File: src/rtl/pc_seq_pkg.sv
// Shared definitions for the PC sequencer: datapath width, next-PC source encoding and FSM states.
// Optional feature macro used by the design files: BRANCH_NE_EN (adds the bne qualifier).
package pc_seq_pkg;

  localparam int PC_W = 32;

  typedef enum logic [1:0] {
    PC_SEQ = 2'b00,
    PC_BR  = 2'b01,
    PC_JMP = 2'b10,
    PC_JR  = 2'b11
  } pc_src_e;

  typedef enum logic [1:0] {
    S_RESET,
    S_FETCH,
    S_DECODE
  } state_e;

  function automatic logic [PC_W-1:0] align_word(input logic [PC_W-1:0] addr);
    return {addr[PC_W-1:2], 2'b00};
  endfunction

endpackage

File: src/rtl/pc_next_sel.sv
// Combinational next-PC resolution: branch decision, resolved 4-way select and word-aligned next PC.
// With BRANCH_NE_EN defined, the bne input inverts the sense of the zero flag for conditional branches.
module pc_next_sel
  import pc_seq_pkg::*;
#(
  parameter logic [PC_W-1:0] PC_STEP = 32'd4
) (
  input  logic [1:0]      pc_src,
  input  logic            zero,
`ifdef BRANCH_NE_EN
  input  logic            bne,
`endif
  input  logic [PC_W-1:0] pc,
  input  logic [PC_W-1:0] branch_target,
  input  logic [PC_W-1:0] jump_target,
  input  logic [PC_W-1:0] reg_target,
  output logic [1:0]      mux_sel,
  output logic [PC_W-1:0] next_pc,
  output logic            target_misalign
);

  logic            taken;
  logic [PC_W-1:0] raw_pc;

  always_comb begin
`ifdef BRANCH_NE_EN
    taken = bne ? ~zero : zero;
`else
    taken = zero;
`endif
    mux_sel = PC_SEQ;
    raw_pc  = pc + PC_STEP;
    case (pc_src)
      PC_BR: begin
        if (taken) begin
          mux_sel = PC_BR;
          raw_pc  = branch_target;
        end
      end
      PC_JMP: begin
        mux_sel = PC_JMP;
        raw_pc  = jump_target;
      end
      PC_JR: begin
        mux_sel = PC_JR;
        raw_pc  = reg_target;
      end
      default: ;
    endcase
    // Only non-sequential targets can report misalignment; the loaded PC is always word aligned.
    next_pc         = align_word(raw_pc);
    target_misalign = (mux_sel != PC_SEQ) && (raw_pc[1:0] != 2'b00);
  end

endmodule

File: src/rtl/pc_sequencer.sv
// Multi-cycle PC sequencer: fetch/decode handshake FSM, PC register, retired counter and redirect/misalign pulses.
// Define BRANCH_NE_EN to add the bne port for branch-on-not-equal.
module pc_sequencer
  import pc_seq_pkg::*;
#(
  parameter logic [PC_W-1:0] RESET_PC = 32'h0000_0000,
  parameter logic [PC_W-1:0] PC_STEP  = 32'd4
) (
  input  logic            clk,
  input  logic            rst,
  output logic            fetch_valid,
  input  logic            fetch_ready,
  output logic [PC_W-1:0] pc,
  input  logic            instr_valid,
  input  logic            stall,
  input  logic [1:0]      pc_src,
  input  logic            zero,
`ifdef BRANCH_NE_EN
  input  logic            bne,
`endif
  input  logic [PC_W-1:0] branch_target,
  input  logic [PC_W-1:0] jump_target,
  input  logic [PC_W-1:0] reg_target,
  output logic [1:0]      mux_sel,
  output logic            redirect,
  output logic            misalign,
  output logic [PC_W-1:0] retired_cnt
);

  state_e          state_q, state_d;
  logic [PC_W-1:0] pc_q, pc_d;
  logic [PC_W-1:0] cnt_q, cnt_d;
  logic            redirect_q, redirect_d;
  logic            misalign_q, misalign_d;
  logic            accept;
  logic [1:0]      sel_raw;
  logic [PC_W-1:0] next_pc;
  logic            target_misalign;

  pc_next_sel #(
    .PC_STEP(PC_STEP)
  ) u_next_sel (
    .pc_src         (pc_src),
    .zero           (zero),
`ifdef BRANCH_NE_EN
    .bne            (bne),
`endif
    .pc             (pc_q),
    .branch_target  (branch_target),
    .jump_target    (jump_target),
    .reg_target     (reg_target),
    .mux_sel        (sel_raw),
    .next_pc        (next_pc),
    .target_misalign(target_misalign)
  );

  always_comb begin
    accept     = (state_q == S_DECODE) && instr_valid && !stall;
    state_d    = state_q;
    pc_d       = pc_q;
    cnt_d      = cnt_q;
    redirect_d = 1'b0;
    misalign_d = 1'b0;
    case (state_q)
      S_RESET:  state_d = S_FETCH;
      S_FETCH:  if (fetch_ready) state_d = S_DECODE;
      S_DECODE: begin
        if (accept) begin
          state_d    = S_FETCH;
          pc_d       = next_pc;
          cnt_d      = cnt_q + PC_W'(1);
          redirect_d = (sel_raw != PC_SEQ);
          misalign_d = target_misalign;
        end
      end
      default:  state_d = S_RESET;
    endcase
  end

  always_ff @(posedge clk or posedge rst) begin
    if (rst) begin
      state_q    <= S_RESET;
      pc_q       <= RESET_PC;
      cnt_q      <= '0;
      redirect_q <= 1'b0;
      misalign_q <= 1'b0;
    end else begin
      state_q    <= state_d;
      pc_q       <= pc_d;
      cnt_q      <= cnt_d;
      redirect_q <= redirect_d;
      misalign_q <= misalign_d;
    end
  end

  // The select is only meaningful while an instruction is being decoded.
  assign mux_sel     = (state_q == S_DECODE) ? sel_raw : PC_SEQ;
  assign fetch_valid = (state_q == S_FETCH);
  assign pc          = pc_q;
  assign retired_cnt = cnt_q;
  assign redirect    = redirect_q;
  assign misalign    = misalign_q;

endmodule

File: config.mk
export PLATFORM = sky130hd
export DESIGN_NAME = pc_sequencer
export DESIGN_NICKNAME = d
export VERILOG_FILES = /design/src/rtl/pc_seq_pkg.sv /design/src/rtl/pc_next_sel.sv /design/src/rtl/pc_sequencer.sv
export SDC_FILE = /design/constraint.sdc
export NUM_CORES = 1
export LEC_CHECK = 0
export ABC_AREA = 1
export CORE_UTILIZATION = 42
export CTS_CLUSTER_DIAMETER = 100
export DETAILED_ROUTE_END_ITERATION = 10
export PLACE_DENSITY = 0.88
export SETUP_SLACK_MARGIN = 0.2
export SYNTH_ARGS = -nofsm -noshare
export SYNTH_HDL_FRONTEND = slang
export SYNTH_SLANG_ARGS = --single-unit
export TNS_END_PERCENT = 5
File: constraint.sdc
create_clock -name clk -period 2.21 [get_ports clk]
set_input_delay 0.5525 -clock clk [delete_from_list [all_inputs] [get_ports clk]]
set_output_delay 0.5525 -clock clk [all_outputs]
set_load 0.1 [all_outputs]
# Yosys cells after proc, flatten, opt, wreduce, memory -nomap -nowiden
# Index checks and enable logic that the tools add are counted.
[word_totals] out_inout_bits=69 regBits=66
[classes] n_addsub=2 eq_ne=7 muxes=12 reduce_logical=9
[op_table] op="$pmux 32 s3" count=1
[op_table] op="$add 32x1->32 const B" count=1
[op_table] op="$add 32x3->32 const B" count=1
[op_table] op="$mux 32" count=1
[op_table] op="$pmux 2 s3" count=2
[op_table] op="$eq 2x2->1 const B" count=3
[op_table] op="$mux 2" count=3
[op_table] op="$mux 1" count=5
[op_table] op="$eq 2x1->1 const B" count=2
[op_table] op="$reduce_and 2->1" count=2
[op_table] op="$reduce_bool 2->1" count=2
[op_table] op="$logic_and 1x1->1" count=3
[op_table] op="$logic_not 2->1" count=1
[op_table] op="$ne 2x1->1 const B" count=1
[op_table] op="$ne 2x2->1 const B" count=1
[op_table] op="$logic_not 1->1" count=1

# Depth between registers and ports, before layout
[logic_depth] depth_word=7 depth_mapped=12 ltp_nobuf=12

# Cells and area by module
# From an unflattened synthesis, not the netlist that was laid out.
[unflattened] hier_cells=880 hier_area_um2=5352.6
[modules_own_cells] module="pc_sequencer" seq_area_each_um2=1701.6 area_each_um2=3246.9 cells_per_inst=408 instances=1
[modules_own_cells] module="pc_next_sel" seq_area_each_um2=0.0 area_each_um2=2105.8 cells_per_inst=472 instances=1

# Least setup slack after synthesis
# Ideal clock, no wire load.
[synth_timing] path_kind="input port to output port" start="in pc_src[1]" end="out mux_sel[0]" path_slack_ns=-0.591 path_buffers=1 stages=3 arrival_ns=2.248 path_cell_list="buf_4 nand2_2 a21oi_1"
[synth_via] elab_chain_cells=3
[synth_rtl] item="from (decl)" line="pc_sequencer.sv:16" rtl="input logic [1:0] pc_src,"
[synth_rtl] item="$eq 2x2->1 / $eq 2x1->1 (equally long branches)" line="pc_next_sel.sv:33" rtl="case (pc_src)"
[synth_rtl] item="$pmux 2 s3 *" line="pc_next_sel.sv:33"
[synth_rtl] item="$mux 2 *" line="pc_sequencer.sv:97" rtl="assign mux_sel = (state_q == S_DECODE) ? sel_raw : PC_SEQ;"
[synth_rtl] item="to (decl)" line="pc_sequencer.sv:24" rtl="output logic [1:0] mux_sel,"
# Every way passes the cells marked *; elsewhere a longest branch is shown, timed or not.

# Worst setup path after layout
[layout_timing] start="in pc_src[1]" end="out mux_sel[1]"
# Same word-level chain as after synthesis.

==> metrics.cfg <==
[clock_tree]
htreeDepth=3
cts_buffer_depth=2
hold_buffers=0
cts_tree=yes
numCtsBuffers=9
worstSkewPairLatency_ns=0.33
cts_setup_buffers=0
clock-sinks=66
cts-root-buf=clkbuf_16
clk_pin_slew_ns=0.06

[floorplan]
die_y_um=112
io_pins=173
rows=39
die_area_um2=12500
core_um2=11600
start_util=0.437
die_width_um=112

[route]
wl_um=16300
firstDrtPassIters=10
vias_per_cell=5.11
drtAntennaViolNets=0
drc=9
drt_iter0_drc=354
routedWlPerCell_um=14.3
vias=5810

[finish]
nFillCells=1054
syn2layout_area_growth_pct=45.7
drive_gt1_frac=0.153
nNetsFinal=1094

[timing]
rsz0062_at_grt=yes
fin_ws_ns=0.177
hold_viol_final=0
finalCriticalPeriod_ns=2.03
fin_crit_sh=0.920
max_freq_mhz=492
setup-violations-final=0
slew_viol_final=0
finalClockSkew_ns=0.00855

[synthesis]
synthArstFlopShare=1.00
syn_inst=793
ys_seq_area_frac=0.326
ys_warn_count=0
syn_area_um2=5070
synth.avg_cell_area_um2=6.40
yosysUniqueCellTypes=41
synth_edf_count=0
synth_flop_cell=dfrtp_1
synth.ff_latch_count=66

[grt]
grt_overflow=0
grt_usage=0.265
grt_pass1_wl_um=26200
grt_max_degree=56
antenna_found_initial=1
grt_pass1_vias=5574

[setup_path]
cp_data_required_time_ns=1.66
r2r_slack_ns=0.31
start_kind=input port
arrival_ns=1.48
crit_type=in2out
endpoint_kind=output port
path_max_fanout=6

[power_and_ir_drop]
p_leak_uw=0.00363
finalPower_uw=7670
max-vdd-ir-drop_v=0.000926
power_density_nw_per_um2=1040

[worst_hold_path]
hold_path.class=reg2reg

[job]
drv_cap=0

[place]
gp_congestion=1.01
port_buffers=170
post-dp-hpwl_um=12800
place_ws_ns=-0.111

[run_status]
violations=DRC
status=complete, but fails checks

==> per-stage QoR <==
stage | TNS, ns | hold WS (ns) | area [um2] | util | cells
after floorplan | -0.380 | 0.452 | 5080 | - | 794
after global placement | -0.335 | 0.462 | 7050 | 0.607 | 1120
after detailed placement | -1.22 | 0.470 | 7050 | 0.607 | 1120
after CTS | 0 | 0.478 | 7380 | 0.636 | 1136
after global routing | 0 | 0.501 | 7390 | 0.636 | 1137
final | 0 | 0.470 | 7390 | 0.636 | 1137
==> state kept, by name (all words and copies together) (netlist names) <==
| register | cells |
|---|---|
| misalign | 1 |
| pc | 30 |
| redirect | 1 |
| retired_cnt | 32 |
| state_q | 2 |
==> routing by layer <==
metal	global-route usage	wire length, um	vias to the layer above
met5	0	0	-
met4	0.0955	383	0
met3	0.0593	1230	33
met2	0.462	8030	258
met1	0.318	6640	2616
li1	-	-	2903
==> report_power, final <==
part | leakage [uW] | switching [uW] | total, uW | internal, uW
logic | 0.00262 | 3060 | 4100 | 1050
clock network | 0.000159 | 560 | 1580 | 1020
registers | 0.000849 | 486 | 1980 | 1500
==> cell families after synthesis <==
family          after synthesis  share of synthesized area
compound gates               84                     0.0997
buf+inv                     102                     0.0814
simple gates                498                      0.417
other cells                   1                   0.000739
fa+ha+maj                     2                    0.00493
flops                        66                      0.326
xor+xnor                     40                     0.0705
==> cell type report <==
cell class,instances,area (um2),area share
clock inverter,6,90.1,0.0122
inverter,79,297,0.0401
sequential,66,1650,0.224
tap,143,179,0.0242
timing repair buffer,206,1900,0.257
multi-input combinational,626,3030,0.410
antenna,1,2.50,0.000339
clock buffer,10,239,0.0323
==> timing repair <==
| action | 4_1_cts | 5_1_grt |
|---|---|---|
| endpoints found under the setup margin | 2 | 8 |
| pin swaps | 1 | 0 |
| gates resized for setup | 5 | 1 |
==> synth_stat cells, types with 2 or more instances <==
library cell,count,area share
nand2_2,5,0.0062
dfrtp_1,66,0.33
a21oi_1,26,0.026
xnor2_1,10,0.017
nor3_1,11,0.011
nor2_2,6,0.0074
buf_4,3,0.0044
o211ai_1,3,0.0044
inv_2,5,0.0037
o21ai_1,5,0.0049
buf_2,9,0.0089
xor2_1,29,0.050
nand3b_1,6,0.0089
nand3_1,50,0.049
clkbuf_1,9,0.0067
nand4_1,9,0.011
nand2_1,301,0.22
inv_1,71,0.053
a31oi_1,2,0.0025
clkinv_1,3,0.0022
nand2_4,2,0.0044
ha_1,2,0.0049
o21bai_1,7,0.010
o21ai_0,24,0.024
o221ai_1,3,0.0052
and2_1,2,0.0025
nor2_1,97,0.072
a221oi_1,10,0.017
nor2_4,5,0.011
==> worst max-delay path: stages <==
cell and delay, ns:
dlygate4sd2_1 0.36, inv_1 0.17, nor2_2 0.20, buf_12 0.20
==> cells in the final DEF, fill, tap and decap left out, types with 6 or more instances in the layout <==
master / instances
inv_1: 70
buf_4: 95
a21oi_1: 25
nor3_1: 11
inv_2: 6
nor2_1: 95
xor2_1: 29
nand4_1: 9
xnor2_1: 10
dfrtp_1: 66
o21bai_1: 7
a221oi_1: 10
nand3_1: 50
clkbuf_16: 9
o21ai_0: 24
nand2_2: 6
nand2_1: 300
clkdlybuf4s50_1: 100
nor2_2: 8
nand3b_1: 6
buf_12: 8
==> path summary, 6_finish.rpt <==
kind                                      start              end  depth (start not counted)
worst max-delay path                  pc_src[1]       mux_sel[1]                          4
worst min-delay path            retired_cnt[31]  retired_cnt[31]                          1
worst max register to register            pc[3]           pc[20]                         10
worst min register to register  retired_cnt[31]  retired_cnt[31]                          1
max in group asynchronous                   rst            pc[4]                          3
min in group asynchronous                   rst           pc[29]                          2
No activity file was read; power rests on OpenSTA's default activity.
==> RTL change, RTL diff (same settings) <==
`PC_W`: 32 -> 28.
--- a/src/rtl/pc_seq_pkg.sv
+++ b/src/rtl/pc_seq_pkg.sv
@@ -2,7 +2,7 @@
 // Optional feature macro used by the design files: BRANCH_NE_EN (adds the bne qualifier).
 package pc_seq_pkg;
 
-  localparam int PC_W = 32;
+  localparam int PC_W = 28;
 
   typedef enum logic [1:0] {
     PC_SEQ = 2'b00,
Interface: changed (5 resized); port bits go from 173 to 153. The function was not compared with the original's and may differ.
==> RTL change against the original RTL <==
Global-route usage up 1.3 points; power down 8.9%; core utilization up 0.79 points; synthesized area down 15%; worst setup slack better by 0.12 ns; design area down 14%; count of clock-buffer cells in the layout up 1; critical path depth unchanged; largest power group unchanged; synthesized cell count down 15%; combinational power down 5%; critical endpoint is now mux_sel[0]; sequential cell count down 8; register-to-register slack better by 0.09 ns; wire length down 15%.
==> RTL change: results <==
[power_and_ir_drop]
ir_drop_mv = 0.688
p_leak_nw = 3.05

[placement]
post-place-ws_ns = 0.0138
gp_congestion = 0.944
hpwl_um = 10900
port-buffer-count = 150
dpl_cell_area_mm2 = 0.00609
dp_cells = 966

[global_routing]
grt_pass1_wl_um = 22600
first_global_vias = 4962
grt_max_degree = 59
antenna_found_initial = 0
grt.total_usage_pct = 27.8

[worst_hold_path]
hp-class = flip-flop to flip-flop

[worst_setup_path]
startpoint = pc_src[0]
crit-reg2reg-launch = pc[3]
rrSetupSlack_ns = 0.40
worstPathMaxFanout = 5
rr_endpoint = pc[24]
rr_worst_depth = 12
worstSetupEndpoint = mux_sel[0]
crit_arrival_ns = 1.36

[clock_network]
clock-root-buffer = clkbuf_8
cts_htree_levels = 3
clk_path_buf_depth = 2
path_clk_slew_ns = 0.07
clk-insertion-delay-late_ns = 0.35
numCtsBuffers = 9

[routing]
wl_met1_um = 5460
met2_length_um = 6810
drc_errors = 0
wl_met3_um = 964
via_count = 5079
wl_um = 13800
top_layer = met4
firstDrtPassIters = 5
first_iter_violations = 306

[layout]
stdcell_count = 984
nets = 940
largest_register_ffs = 28
drive_above_1_share_pct = 16.2
diodes = 0

[synth]
synthFlopType = dfrtp_1
synthTopCellsByArea = dfrtp_1, nand2_1, nand3_1
synth_cells = 674
ys_seq_area_share_pct = 33.6
synth_commonest_cells = nand2_1, nor2_1, dfrtp_1, inv_1, nand3_1
ys_types = 38
yosys_warnings = 0
async_flop_share_pct = 100

[sta]
finalCritPeriodShare_pct = 86.7
clock_skew_ns = 0.00990

[status]
status = finished, final reports clean
-- RTL change: cell types whose count changed in the layout (fill, tap and decap cells not counted), moves of 10 or more --
cell,unedited run,this run
clkdlybuf4s50_1,100,88
clkbuf_8,1,11
nor2_1,95,61
buf_4,95,76
nand2_1,300,256
a221oi_1,10,0
inv_1,70,56
-- RTL change: worst max-delay path, stage by stage --
cell and delay, ns:
dlygate4sd2_1 0.31, nand2_1 0.12, a21oi_2 0.19, buf_12 0.19
-- RTL change: repair_timing --
| item | CTS | global route |
|---|---|---|
| setup buffers | 1 | 1 |
| hold buffers | 0 | 0 |
| setup endpoints to repair | 2 | 1 |
| gates resized for setup | 3 | 1 |
| pin swaps | 2 | 0 |
-- RTL change: cell families (layout without fill, tap and decap cells) --
group | count (synthesis) | in the layout | share of synthesized area (%)
other | 1 | 2 | 0.0869
AOI/OAI and AO/OA | 83 | 83 | 10.8
adders and majority gates | 2 | 2 | 0.580
DFF | 58 | 58 | 33.6
and+or+nand+nor | 416 | 416 | 40.8
xor gates and xnor gates | 31 | 31 | 6.47
buffers and inverters | 83 | 259 | 7.71
-- RTL change: worst min-delay path by stage --
stage	startpoint	endpoint	slack, ns	cells past startpoint
3_5_place_dp	retired_cnt[17]	retired_cnt[17]	0.52	1
3_3_place_gp	retired_cnt[27]	retired_cnt[27]	0.49	1
2_1_floorplan	state_q[1]	state_q[0]	0.49	1
6_report	retired_cnt[17]	retired_cnt[17]	0.53	1
5_1_grt	retired_cnt[11]	retired_cnt[11]	0.56	1
4_1_cts	state_q[1]	state_q[0]	0.52	1
-- RTL change: final cells by class --
type | count | area [µm²]
repair buffers | 178 | 1700
well taps | 133 | 166
inverters | 65 | 244
clock buffers | 11 | 151
fillers | 862 | 3510
flip-flops and latches | 58 | 1450
multi-input cells | 534 | 2540
clock inverters | 5 | 100
-- RTL change: layer usage --
metal | global-route usage (%) | vias to the layer above
met1 | 31.9 | 2324
met5 | 0 | -
met4 | 16.7 | 0
met3 | 5.11 | 46
met2 | 48.0 | 216
li1 | - | 2493
-- RTL change: power breakdown --
group / internal [mW] / total [mW] / leakage (nW) / switching [mW]
combinational: 1.02 / 3.91 / 2.19 / 2.89
sequential: 1.33 / 1.79 / 0.733 / 0.462
clock: 0.807 / 1.28 / 0.129 / 0.470
